**src/rtl/fpu_mul_pkg.sv**
```systemverilog
// fpu_mul_pkg: constants, flag indices and special-case classifier for the single-precision multiplier.
package fpu_mul_pkg;
   localparam logic [31:0] QNAN = 32'h7FC00000;
   localparam int BIAS = 127;
   localparam int FLG_INV = 4;
   localparam int FLG_INF = 3;
   localparam int FLG_ZERO = 2;
   localparam int FLG_OF = 1;
   localparam int FLG_UF = 0;

   // returns {result, flags}; denormal operands are treated as zero
   function automatic logic [36:0] classify_product(input logic [31:0] op_a, input logic [31:0] op_b,
                                                    input logic [31:0] raw);
      logic [7:0] ea, eb, pe;
      logic s, nan_a, nan_b, inf_a, inf_b, zero_a, zero_b;
      logic signed [9:0] en;
      logic [31:0] r;
      logic [4:0] f;
      ea = op_a[30:23];
      eb = op_b[30:23];
      pe = raw[30:23];
      s = op_a[31] ^ op_b[31];
      nan_a = (ea == 8'hFF) && (op_a[22:0] != 23'h0);
      nan_b = (eb == 8'hFF) && (op_b[22:0] != 23'h0);
      inf_a = (ea == 8'hFF) && (op_a[22:0] == 23'h0);
      inf_b = (eb == 8'hFF) && (op_b[22:0] == 23'h0);
      zero_a = ea == 8'h00;
      zero_b = eb == 8'h00;
      en = $signed({2'b00, ea}) + $signed({2'b00, eb}) - 10'(BIAS);
      r = raw;
      f = '0;
      if (nan_a || nan_b || (inf_a && zero_b) || (inf_b && zero_a)) begin
         r = QNAN;
         f[FLG_INV] = 1'b1;
      end else if (inf_a || inf_b) begin
         r = {s, 8'hFF, 23'h0};
         f[FLG_INF] = 1'b1;
      end else if (zero_a || zero_b) begin
         r = {s, 31'h0};
         f[FLG_ZERO] = 1'b1;
      end else if (en >= 10'sd255 || (en == 10'sd254 && pe == 8'hFF)) begin
         r = {s, 8'hFF, 23'h0};
         f[FLG_OF] = 1'b1;
         f[FLG_INF] = 1'b1;
      end else if (en < 10'sd0 || (en == 10'sd0 && pe != 8'd1)) begin
         r = {s, 31'h0};
         f[FLG_UF] = 1'b1;
         f[FLG_ZERO] = 1'b1;
      end
      return {r, f};
   endfunction
endpackage

```
**src/rtl/fp_sync_fifo.sv**
```systemverilog
// fp_sync_fifo: synchronous FIFO with wrap-bit pointers; head reads as zero while empty.
module fp_sync_fifo #(
   parameter int WIDTH = 37,
   parameter int DEPTH = 4
) (
   input  logic                     clk_in,
   input  logic                     reset_n,
   input  logic                     push,
   input  logic [WIDTH-1:0]         wr_data,
   input  logic                     pop,
   output logic [WIDTH-1:0]         rd_data,
   output logic                     full,
   output logic                     empty,
   output logic [$clog2(DEPTH):0]   count
);
   localparam int AW = $clog2(DEPTH);

   logic [WIDTH-1:0] mem [DEPTH];
   logic [AW:0] wr_ptr, rd_ptr;
   logic do_push, do_pop;

   assign empty = wr_ptr == rd_ptr;
   assign full = (wr_ptr[AW] != rd_ptr[AW]) && (wr_ptr[AW-1:0] == rd_ptr[AW-1:0]);
   assign do_push = push & ~full;
   assign do_pop = pop & ~empty;
   assign count = wr_ptr - rd_ptr;
   assign rd_data = empty ? '0 : mem[rd_ptr[AW-1:0]];

   always_ff @(posedge clk_in) begin
      if (!reset_n) begin
         wr_ptr <= '0;
         rd_ptr <= '0;
      end else begin
         wr_ptr <= wr_ptr + {{AW{1'b0}}, do_push};
         rd_ptr <= rd_ptr + {{AW{1'b0}}, do_pop};
      end
   end

   always_ff @(posedge clk_in)
      if (do_push) mem[wr_ptr[AW-1:0]] <= wr_data;
endmodule

```
**src/rtl/fp_mul_exception_stage.sv**
```systemverilog
// fp_mul_exception_stage: IEEE-754 special-case override of the raw product, buffered in a valid/ready FIFO.
// Optional FPU_EXC_COUNT_EN adds saturating invalid/overflow/underflow push counters.
module fp_mul_exception_stage
   import fpu_mul_pkg::*;
#(
   parameter int D_WIDTH = 32,
   parameter int E_WIDTH = 8,
   parameter int M_WIDTH = 23,
   parameter int DEPTH = 4
) (
   input  logic                     clk_in,
   input  logic                     reset_n,
   input  logic                     in_valid,
   output logic                     in_ready,
   input  logic [D_WIDTH-1:0]       op_a,
   input  logic [D_WIDTH-1:0]       op_b,
   input  logic [D_WIDTH-1:0]       raw_product,
   output logic                     out_valid,
   input  logic                     out_ready,
   output logic [D_WIDTH-1:0]       out_result,
   output logic [4:0]               out_flags,
   output logic [$clog2(DEPTH):0]   occupancy
`ifdef FPU_EXC_COUNT_EN
   ,
   output logic [15:0]              cnt_invalid,
   output logic [15:0]              cnt_overflow,
   output logic [15:0]              cnt_underflow
`endif
);
   logic [D_WIDTH+4:0] cls;
   logic full, empty;

   assign cls = classify_product({op_a[D_WIDTH-1], op_a[D_WIDTH-2 -: E_WIDTH], op_a[M_WIDTH-1:0]},
                                 {op_b[D_WIDTH-1], op_b[D_WIDTH-2 -: E_WIDTH], op_b[M_WIDTH-1:0]},
                                 raw_product);
   assign in_ready = ~full;
   assign out_valid = ~empty;

   fp_sync_fifo #(.WIDTH(D_WIDTH + 5), .DEPTH(DEPTH)) u_fifo (
      .clk_in  (clk_in),
      .reset_n (reset_n),
      .push    (in_valid),
      .wr_data (cls),
      .pop     (out_ready),
      .rd_data ({out_result, out_flags}),
      .full    (full),
      .empty   (empty),
      .count   (occupancy)
   );

`ifdef FPU_EXC_COUNT_EN
   logic push_ok;
   assign push_ok = in_valid & in_ready;

   always_ff @(posedge clk_in) begin
      if (!reset_n) begin
         cnt_invalid <= '0;
         cnt_overflow <= '0;
         cnt_underflow <= '0;
      end else begin
         cnt_invalid <= cnt_invalid + {15'd0, push_ok & cls[FLG_INV] & ~&cnt_invalid};
         cnt_overflow <= cnt_overflow + {15'd0, push_ok & cls[FLG_OF] & ~&cnt_overflow};
         cnt_underflow <= cnt_underflow + {15'd0, push_ok & cls[FLG_UF] & ~&cnt_underflow};
      end
   end
`endif
endmodule
```
**config.mk**
```make
export PLATFORM = sky130hd
export DESIGN_NAME = fp_mul_exception_stage
export DESIGN_NICKNAME = d
export VERILOG_FILES = /design/src/rtl/fpu_mul_pkg.sv /design/src/rtl/fp_sync_fifo.sv /design/src/rtl/fp_mul_exception_stage.sv
export SDC_FILE = /design/constraint.sdc
export NUM_CORES = 1
export LEC_CHECK = 0
export ABC_AREA = 0
export ABC_CLOCK_PERIOD_IN_PS = 5400
export BUFFER_PORTS_ARGS = -buffer_cell sky130_fd_sc_hd__buf_4
export CAP_MARGIN = 20
export CELL_PAD_IN_SITES_DETAIL_PLACEMENT = 1
export CELL_PAD_IN_SITES_GLOBAL_PLACEMENT = 2
export CORE_MARGIN = 1.5
export CORE_UTILIZATION = 39
export DETAILED_ROUTE_END_ITERATION = 16
export PLACE_DENSITY = 0.91
export SETUP_SLACK_MARGIN = 0.05
export SYNTH_ARGS = -nofsm -noshare
export SYNTH_HDL_FRONTEND = slang
export SYNTH_SLANG_ARGS = --single-unit
```
**constraint.sdc**
```tcl
create_clock -name clk_in -period 5.4 [get_ports clk_in]
set_clock_uncertainty 0.15 [all_clocks]
set_input_delay 0.27 -clock clk_in [delete_from_list [all_inputs] [get_ports clk_in]]
set_output_delay 0.27 -clock clk_in [all_outputs]
set_load 0.05 [all_outputs]
```
=== Yosys cells after proc, flatten, opt, wreduce, memory -nomap -nowiden ===
Memories as Yosys holds them, arrays and structs flattened. A register that Yosys moved wholly into a read port is not among the register bits.
Cells that the tools add are included.
W data, S select, Z words.

* $add $sub $neg: 5
* $mul: 0
* Div/mod/pow operators: 0
* $lt $le $gt $ge: 2
* Equality and inequality tests: 8
* Shifts and indexed selects: 0
* Mux-type cells: 19
* Bitwise gates (word level): 5
* Reductions and logical operators: 23

{| class="wikitable"
|+ Operators by type and width
! kind !! count
|-
| $mux W32 || 5
|-
| $logic_not A23 Y1 || 2
|-
| $reduce_bool A23 Y1 || 2
|-
| $mux W37 || 1
|-
| $eq A8 B8 Y1 const B || 3
|-
| $logic_not A8 Y1 || 2
|-
| $eq A10 B9 Y1 const B || 1
|-
| $ge A10 B9 Y1 const B || 1
|-
| $logic_not A10 Y1 || 1
|-
| $lt A10 B1 Y1 const B || 1
|-
| $sub A9 B7 Y10 const B || 1
|-
| $add A8 B8 Y9 || 1
|-
| $logic_and A1 B1 Y1 || 9
|-
| $mux W1 || 9
|-
| $ne A8 B1 Y1 const B || 1
|-
| $logic_or A1 B1 Y1 || 7
|-
| $add A3 B1 Y3 || 2
|-
| $mux W2 || 2
|-
| $mux W4 || 1
|-
| $eq A3 B3 Y1 || 1
|-
| $mux W3 || 1
|-
| $sub A3 B3 Y3 || 1
|-
| $and A1 B1 Y1 || 2
|-
| $eq A2 B2 Y1 || 1
|-
| other kinds (3) || 4
|}

* Register bits: 6
* Bits in latches: 0
* RAM bits: 148
* Memory bits (read-only): 0
* Output and inout port bits: 42
* Memories: 1

{| class="wikitable"
|+ Memory list
! name !! words !! bits a word !! rd ports !! clocked after Yosys merged registers in !! wr ports !! line !! source
|-
| u_fifo.mem || 4 || 37 || 1 || 1 || 1 || fp_sync_fifo.sv:18 || <nowiki>logic [WIDTH-1:0] mem [DEPTH];</nowiki>
|}

=== Logic depth before layout (Yosys ltp) ===
Gate-level depths: netlist of the first run.

* Depth after elaboration: 10
* Depth in mapped cells: 13

=== Cells and area by module ===
From an unflattened synthesis of the first run, not the netlist that was laid out.

* Cell total of the unflattened synthesis: 433
* Area, all modules: 7163.1 µm²

{| class="wikitable"
|+ By module, submodules not included
! module !! instances !! cells an instance !! area each (µm²) !! sequential area each (µm²)
|-
| fp_sync_fifo || 1 || 276 || 6097.1 || 4564.4
|-
| fp_mul_exception_stage || 1 || 157 || 1066.0 || 0.0
|}

=== Worst setup path before layout of the first run ===
No wires, ideal clock.

* Path kind: register -> register
* Start point: reg u_fifo.rd_ptr[1]
* End point: mem u_fifo.mem[2][0], enable pin
* Library setup time: 0.477 ns
* Arrival time: 4.653 ns
* Path slack: 0.119 ns
* Stages on the path, launching flop included: 8
* Period minus slack after synthesis: 5.281 ns
* Cell sequence: dfxtp_1 -> clkbuf_1 -> clkbuf_1 -> inv_1 -> ha_1 -> nand3b_1 -> nand2_1 -> nor3_1

* Longest elaborated chain between the ends: 6

{| class="wikitable"
|+ Ends and longest elaborated chain
! element !! line !! source
|-
| start, declared || fp_sync_fifo.sv:19 || <nowiki>logic [AW:0] wr_ptr, rd_ptr;</nowiki>
|-
| start signal, assigned || fp_sync_fifo.sv:35 || <nowiki>rd_ptr <= rd_ptr + {{AW{1'b0}}, do_pop};</nowiki>
|-
| $eq A2 B2 Y1 || fp_sync_fifo.sv:23 || <nowiki>assign full = (wr_ptr[AW] != rd_ptr[AW]) && (wr_ptr[AW-1:0] == rd_ptr[AW-1:0]);</nowiki>
|-
| $logic_and A1 B1 Y1 || fp_sync_fifo.sv:23 ||
|-
| $not A1 Y1 || -- ||
|-
| via in_ready || fp_mul_exception_stage.sv:14 || <nowiki>output logic in_ready,</nowiki>
|-
| $and A1 B1 Y1 || fp_sync_fifo.sv:24 || <nowiki>assign do_push = push & ~full;</nowiki>
|-
| $mux W1 || fp_sync_fifo.sv:40 || <nowiki>if (do_push) mem[wr_ptr[AW-1:0]] <= wr_data;</nowiki>
|-
| $mux W1 (not written as such) || fp_sync_fifo.sv:40 ||
|-
| end, declared || fp_sync_fifo.sv:18 ||
|}

The timed path passes the listed nets, and every way through them passes these cells.

=== Final worst setup path of the first run ===
* Start point: in op_a[24]
* End point: mem u_fifo.mem[3][5] (data pin)

* Longest elaborated chain between the ends: 10

{| class="wikitable"
|+ Ends and longest elaborated chain
! element !! line !! source
|-
| start, declared || fp_mul_exception_stage.sv:15 || <nowiki>input logic [D_WIDTH-1:0] op_a,</nowiki>
|-
| branches (longest 9 deep; another with $sub A9 B7 Y10) || -- ||
|-
| $mux W32 * || fpu_mul_pkg.sv:32 || <nowiki>if (nan_a || nan_b || (inf_a && zero_b) || (inf_b && zero_a)) begin</nowiki>
|-
| via cls[5] || fp_mul_exception_stage.sv:30 || <nowiki>logic [D_WIDTH+4:0] cls;</nowiki>
|}

Mark *: on every way through the listed nets, which the timed path passes.

==> results of run 1 <==
layout by cell type, fill, tap and decap left out, drive strengths merged, types with 2 or more instances in the layout:
cell,count
nor2,8
nand2,9
bufinv,2
and2,28
nand4,9
nor2b,39
nand2b,2
clkinvlp,3
o21a,9
clkinv,8
clkbuf,19
xor2,6
buf,148
edfxtp,148
dfxtp,6
o21ai,3
a21oi,5
mux4,37
fa,2
a21o,4
and3,4
ha,21
a221oi,2
nor3,8
inv,16
nor4,16
xnor2,3
per-stage QoR:
stage | power, mW | std cells | setup slack (ns)
global route | 3.94 | 810 | 2.05
global placement | 2.68 | 777 | 1.82
finish | 3.79 | 810 | 2.18
detailed placement | 2.71 | 777 | 1.75
CTS | 3.84 | 810 | 2.18
floorplan | 2.34 | 419 | 0.119
power breakdown:
group	internal, mW	switching [mW]	leakage [nW]
Sequential	1.42	0.0213	1.43
Combinational	0.453	0.772	1.64
Clock	0.674	0.446	0.270
Total	2.55	1.24	3.34
repair_timing:
item	4_1_cts	5_1_grt
endpoints found under the hold margin	6	0
resized for setup	0	0
setup buffers	0	0
hold buffers	1	0
cell families after synthesis:
group           Yosys count
flops                   154
simple gates            133
mux                      37
compound gates           32
buf+inv                  31
fa+ha+maj                23
xor+xnor                  9
per-layer routing:
metal	share of wire (%)	wire [µm]	GRT usage [%]	vias to the layer above
met5	0	0	0	-
met4	1.5	238	5.67	0
met3	6.6	1050	4.89	17
met2	51	8150	31.9	163
met1	41	6550	20.5	2122
li1	-	-	-	1962
synthesized netlist by cell type (2+ instances only):
cell type	count	share of area (%)
ha_1	21	3.7
o21ai_0	3	0.21
o21a_1	9	0.96
and2_2	2	0.21
a21o_1	2	0.21
dfxtp_1	6	1.7
nand2b_1	2	0.18
xnor2_1	3	0.37
nor2_1	8	0.43
and3_1	3	0.27
buf_6	2	0.32
nand4_1	9	0.80
xor2_1	6	0.74
fa_1	2	0.57
nor3_1	7	0.50
inv_1	16	0.85
nor4_1	16	1.4
clkbuf_1	9	0.48
a21oi_1	4	0.28
and2_1	6	0.53
nand2_1	9	0.48
and2_4	20	2.5
nor2b_1	39	3.5
a21o_2	2	0.25
edfxtp_1	148	63
buf_2	4	0.28
mux4_2	37	12
flip-flops by register name, indices dropped and copies added (netlist names):
register / flops
u_fifo.mem: 148
u_fifo.wr_ptr: 3
u_fifo.rd_ptr: 3
layout make-up:
class                   count  area [µm²]  area share [%]
well taps                 225         282            3.14
inverters                  16        60.1           0.670
clock buffers              19         433            4.83
repair buffers            149        1120            12.5
multi-input cells         234        2370            26.5
flip-flops and latches    154        4570            50.9
clock inverters            13         129            1.44
critical path, stage by stage:
cell      delay, ns
buf_4          0.12
ha_1           0.29
ha_1           0.23
fa_1           0.48
xor2_1         0.20
or4b_4         0.52
a221oi_2       0.19
o2111a_2       0.28
nor3_4         0.05
and4b_4        0.31
and2_2         0.27
final timing paths:
kind / start / end / slack [ns] / cells after the start
worst max-delay path: op_a[24] / u_fifo.mem[3][5] / 2.18 / 11
worst min register to register: u_fifo.wr_ptr[2] / u_fifo.wr_ptr[2] / 0.50 / 2
worst min-delay path: raw_product[9] / u_fifo.mem[0][14] / 0.03 / 2
worst max register to register: u_fifo.wr_ptr[0] / u_fifo.rd_ptr[2] / 2.70 / 8
==> reports/qor.yml, run 1 <==
outcome: "completed"
seq_area_frac_synth_pct: 64.7
cts.sinks: 154
hold_viol: 0
nNetsFinal: 695
grt_pass1_wl_um: 24500
yosysUniqueCellTypes: 51
power.density_nw_per_um2: 423
fmax_ghz: 0.310
die_w_um: 137
dpl_cell_area_um2: 8390
clock_path_buffers: 2
port_buffers: 141
num-fill-cells: 1708
start_util_pct: 40.4
antenna_cells: 0
ys_ff_latch: 154
synth_top_family_by_area: "simple AND/OR/NAND/NOR gates"
ys_warn_count: 0
ctsHtreeMaxLevel: 4
grt_max_degree: 40
cap_violations: 0
drtIter0Drc: 180
drt-total-wl_um: 16000
fin_crit_sh_pct: 59.7
muxShareOfSynthArea_pct: 11.8
yosys.area_share.xor_xnor_pct: 1.12
crit_fanout: 22
synth_area_um2: 7050
ant_nets: 0
firstDrtPassIters: 4
fin_crit_ns: 3.22
cts_root_buffer: "clkbuf_16"
fin_area_um2: 8970
synth-simple-area-share_pct: 12.4
rows: 48
startpoint_type: "input pin"
antenna_found_initial: 0
hp-class: "in2reg"
grt_overflow: 0
io_pins: 142
cp.arrival_ns: 3.22
cts_tree: "built"
path_clk_slew_ns: 0.06
synthCells: 419
dieArea_um2: 18900
leakage_nw: 3.34
drt-wirelength-per-cell_um: 19.7
drive_above_1_share_pct: 43.8
setup_violations: 0
worstSetupPathType: "in2reg"
clkLatencyLatePin_ns: 0.41
via_per_inst: 5.26
hpwl_um: 10800
gp_congestion: 0.756
synth.net_count: 542
avgSynthCellArea_um2: 16.8
track_usage_pct: 17.8
synthFlopType: "edfxtp_1"
slew_headroom_pct: 44.6
synth-compound-area-share_pct: 3.78
async_flop_share_pct: 0
core_um2: 17500
tightest_slew_ns: 0.830
area_growth_pct: 27.1
synth_edf_count: 148
grt_pass1_vias: 4554
drc: 0
grt_setup_unrepaired: "false"
fin_util_pct: 51.3
end_kind: "flop"
finalMaxSlewViolations: 0
cts_made_buffers: 17
vias: 4264
ir_worst_vdd_v: 0.000248
die_h_um: 137
worst-endpoint-required_ns: 5.40
synthAdderAreaFrac_pct: 4.29
tns_ns: 0
holdWs_ns: 0.0270
Power figures use the tool's default switching activity.
==> run 2: changes to the inputs <==
ABC_CLOCK_PERIOD_IN_PS = 3280   (was 5400)
clock period = 3.28 ns   (was 5.4 ns; I/O delays follow)
==> run 2 against run 1 <==
Effect of this change: critical endpoint is now u_fifo.mem[0][5]; first-iteration DRC count grew 66%; count of clock-buffer cells in the layout shrank 2; design area grew 5.3%; hold slack gained 0.013 ns; sequential power grew 65%; largest power group unchanged; final cell count grew 5.8%; core utilization grew 2.7 points; setup slack lost 2.0 ns.
==> reports/qor.yml, run 2 (synthesis gave the netlist of run 1 again) <==
outcome: "completed"
area_growth_pct: 33.9
nNetsFinal: 742  # +6.8%
cts_root_buffer: "clkbuf_16"
tns_ns: 0  # unchanged
ant_nets: 0  # unchanged
cp.buffers_inverters: 1  # unchanged
crit_chain: "buf_4, ha_1, ha_1, fa_1, xor2_1, or4b_4, a221oi_2, o2111a_2, nor3_4, and4b_4, and2_2"
hp-class: "in2reg"
drt-wirelength-per-cell_um: 19.7  # about the same
cap_violations: 0  # unchanged
cts_setup_buffers: 0  # unchanged
final_cell_mix: "buf_4, edfxtp_1, nor2b_1"
cts_made_buffers: 17  # unchanged
dieArea_um2: 18900  # unchanged
end_kind: "flop"
cts.sinks: 154  # unchanged
path_clk_slew_ns: 0.06  # about the same
finalMaxSlewViolations: 0  # unchanged
crit_path_max_incr_delay_ns: 0.52  # about the same
drtIter0Drc: 298  # +66%
setup_ws_ns: 0.199  # -1.98 ns
rr_endpoint: "u_fifo.rd_ptr[2]"
critPathCapture: "u_fifo.mem[0][5]"
crit_fanout: 22  # unchanged
r2r_start: "u_fifo.wr_ptr[0]"
via_per_inst: 5.23  # -0.63%
wl_met1_um: 6780  # +3.4%
drt-total-wl_um: 16900  # +5.8%
io_pins: 142  # unchanged
fmax_ghz: 0.325
fin_crit_sh_pct: 93.9
critPathMostFrequentCell: "ha_1"
top_layer_used: "met4"
rows: 48  # unchanged
rr_worst_depth: 8  # unchanged
holdWs_ns: 0.0398  # +0.0128 ns
clkLatencyLatePin_ns: 0.42  # about the same
port_buffers: 141  # unchanged
gp_congestion: 0.764  # +1.1%
met2_length_um: 8870  # +8.9%
clock_path_buffers: 2  # unchanged
place_ws_ns: -0.245  # -2.00 ns
p_total_mw: 6.38  # +68%
tightest_slew_ns: 0.772  # -0.0587 ns
drive_above_1_share_pct: 43.8  # +0.068 points
fin_crit_ns: 3.08
die_h_um: 137  # unchanged
setup_violations: 0  # unchanged
core_um2: 17500  # unchanged
cp-startpoint: "op_a[24]"
r2r_slack_ns: 0.70  # -2.00 ns
final_common_cell: "buf_4"
start_util_pct: 40.4  # unchanged
grt_pass1_wl_um: 25800  # +5.3%
die_w_um: 137  # unchanged
cp_slowest_cell: "or4b_4"
leakage_nw: 3.57  # +6.9%
worst-endpoint-required_ns: 3.30  # -2.10 ns
startpoint_type: "input pin"
hpwl_um: 11700  # +8.3%
antenna_cells: 0  # unchanged
wl_met3_um: 1030  # -1.7%
antenna_found_initial: 0  # unchanged
ctsHtreeMaxLevel: 4  # unchanged
track_usage_pct: 18.9  # +1.1 points
cp.arrival_ns: 3.10  # -0.12 ns
dpl_cell_area_um2: 8550  # +1.9%
ir_worst_vdd_v: 0.000408  # +65%
vias: 4483  # +5.1%
firstDrtPassIters: 4  # unchanged
largest_register_ffs: 148  # unchanged
hold_viol: 0  # unchanged
fin_area_um2: 9450  # +5.3%
cts_tree: "built"
grt_setup_unrepaired: "false"
path_delay_family: "simple AND/OR/NAND/NOR gates"
worstSetupPathType: "in2reg"
power.density_nw_per_um2: 676  # +60%
grt_max_degree: 40  # unchanged
drc: 0  # unchanged
grt_overflow: 0  # unchanged
crit_cells: 11  # unchanged
slew_headroom_pct: 48.5  # +3.9 points
grt_pass1_vias: 4907  # +7.8%
==> run 2: cell count changes in the layout (fill, tap and decap cells not counted), sizes merged <==
cell         before  now
dlygate4sd3       1   31
buf             148  165
inv              16   24
clkinv            8    4
clkbuf           19   17
bufinv            2    1
clkinvlp          3    2
==> run 2: report_power, final <==
group | leakage [nW] | total, mW | internal (mW) | switching (mW)
registers | 1.43 | 2.38 | 2.34 | 0.0358
logic | 1.86 | 2.11 | 0.807 | 1.31
clock network | 0.279 | 1.89 | 1.07 | 0.823
total | 3.57 | 6.38 | 4.22 | 2.17
==> run 2: worst register-to-register path, delay by kind of cell (launching register included) <==
family | cells | cell delay, ns
adders and majority gates | 3 | 0.81
and+or+nand+nor | 3 | 0.73
DFF | 1 | 0.47
buffers and inverters | 1 | 0.18
xor gates and xnor gates | 1 | 0.14
==> run 2: how the worst min path moves through the flow <==
stage,startpoint,endpoint,slack (ns),cells past startpoint
6_report,raw_product[22],u_fifo.mem[3][27],0.04,2
5_1_grt,raw_product[22],u_fifo.mem[3][27],0.05,2
4_1_cts,raw_product[22],u_fifo.mem[3][27],0.02,2
3_5_place_dp,reset_n,u_fifo.rd_ptr[0],0.28,2
3_3_place_gp,reset_n,u_fifo.wr_ptr[2],0.26,2
2_1_floorplan,reset_n,u_fifo.rd_ptr[1],0.14,1
==> run 2: cell type report <==
class	instances	area, µm²
fill	1666	8030
inverter	16	60.1
timing repair buffer	196	1550
tap	225	282
clock buffer	17	425
clock inverter	15	151
sequential	154	4570
multi-input combinational	234	2410
==> run 2: through the flow <==
stage / util, % / std cells
final: 54.0 / 857
after global routing: 54.0 / 857
after CTS: 54.0 / 857
after detailed placement: 48.9 / 794
after global placement: 48.9 / 794
after floorplan: - / 419
==> run 2: timing repair <==
action,CTS,global route
endpoints found under the hold margin,126,0
hold buffers,31,0
resized for setup,0,1
setup endpoints to repair,0,4
==> run 2: per-layer routing <==
layer	track usage, %	vias to the layer above
li1	-	2060
met1	21.5	2232
met2	34.1	170
met3	5.70	21
met4	5.85	0
met5	0	-
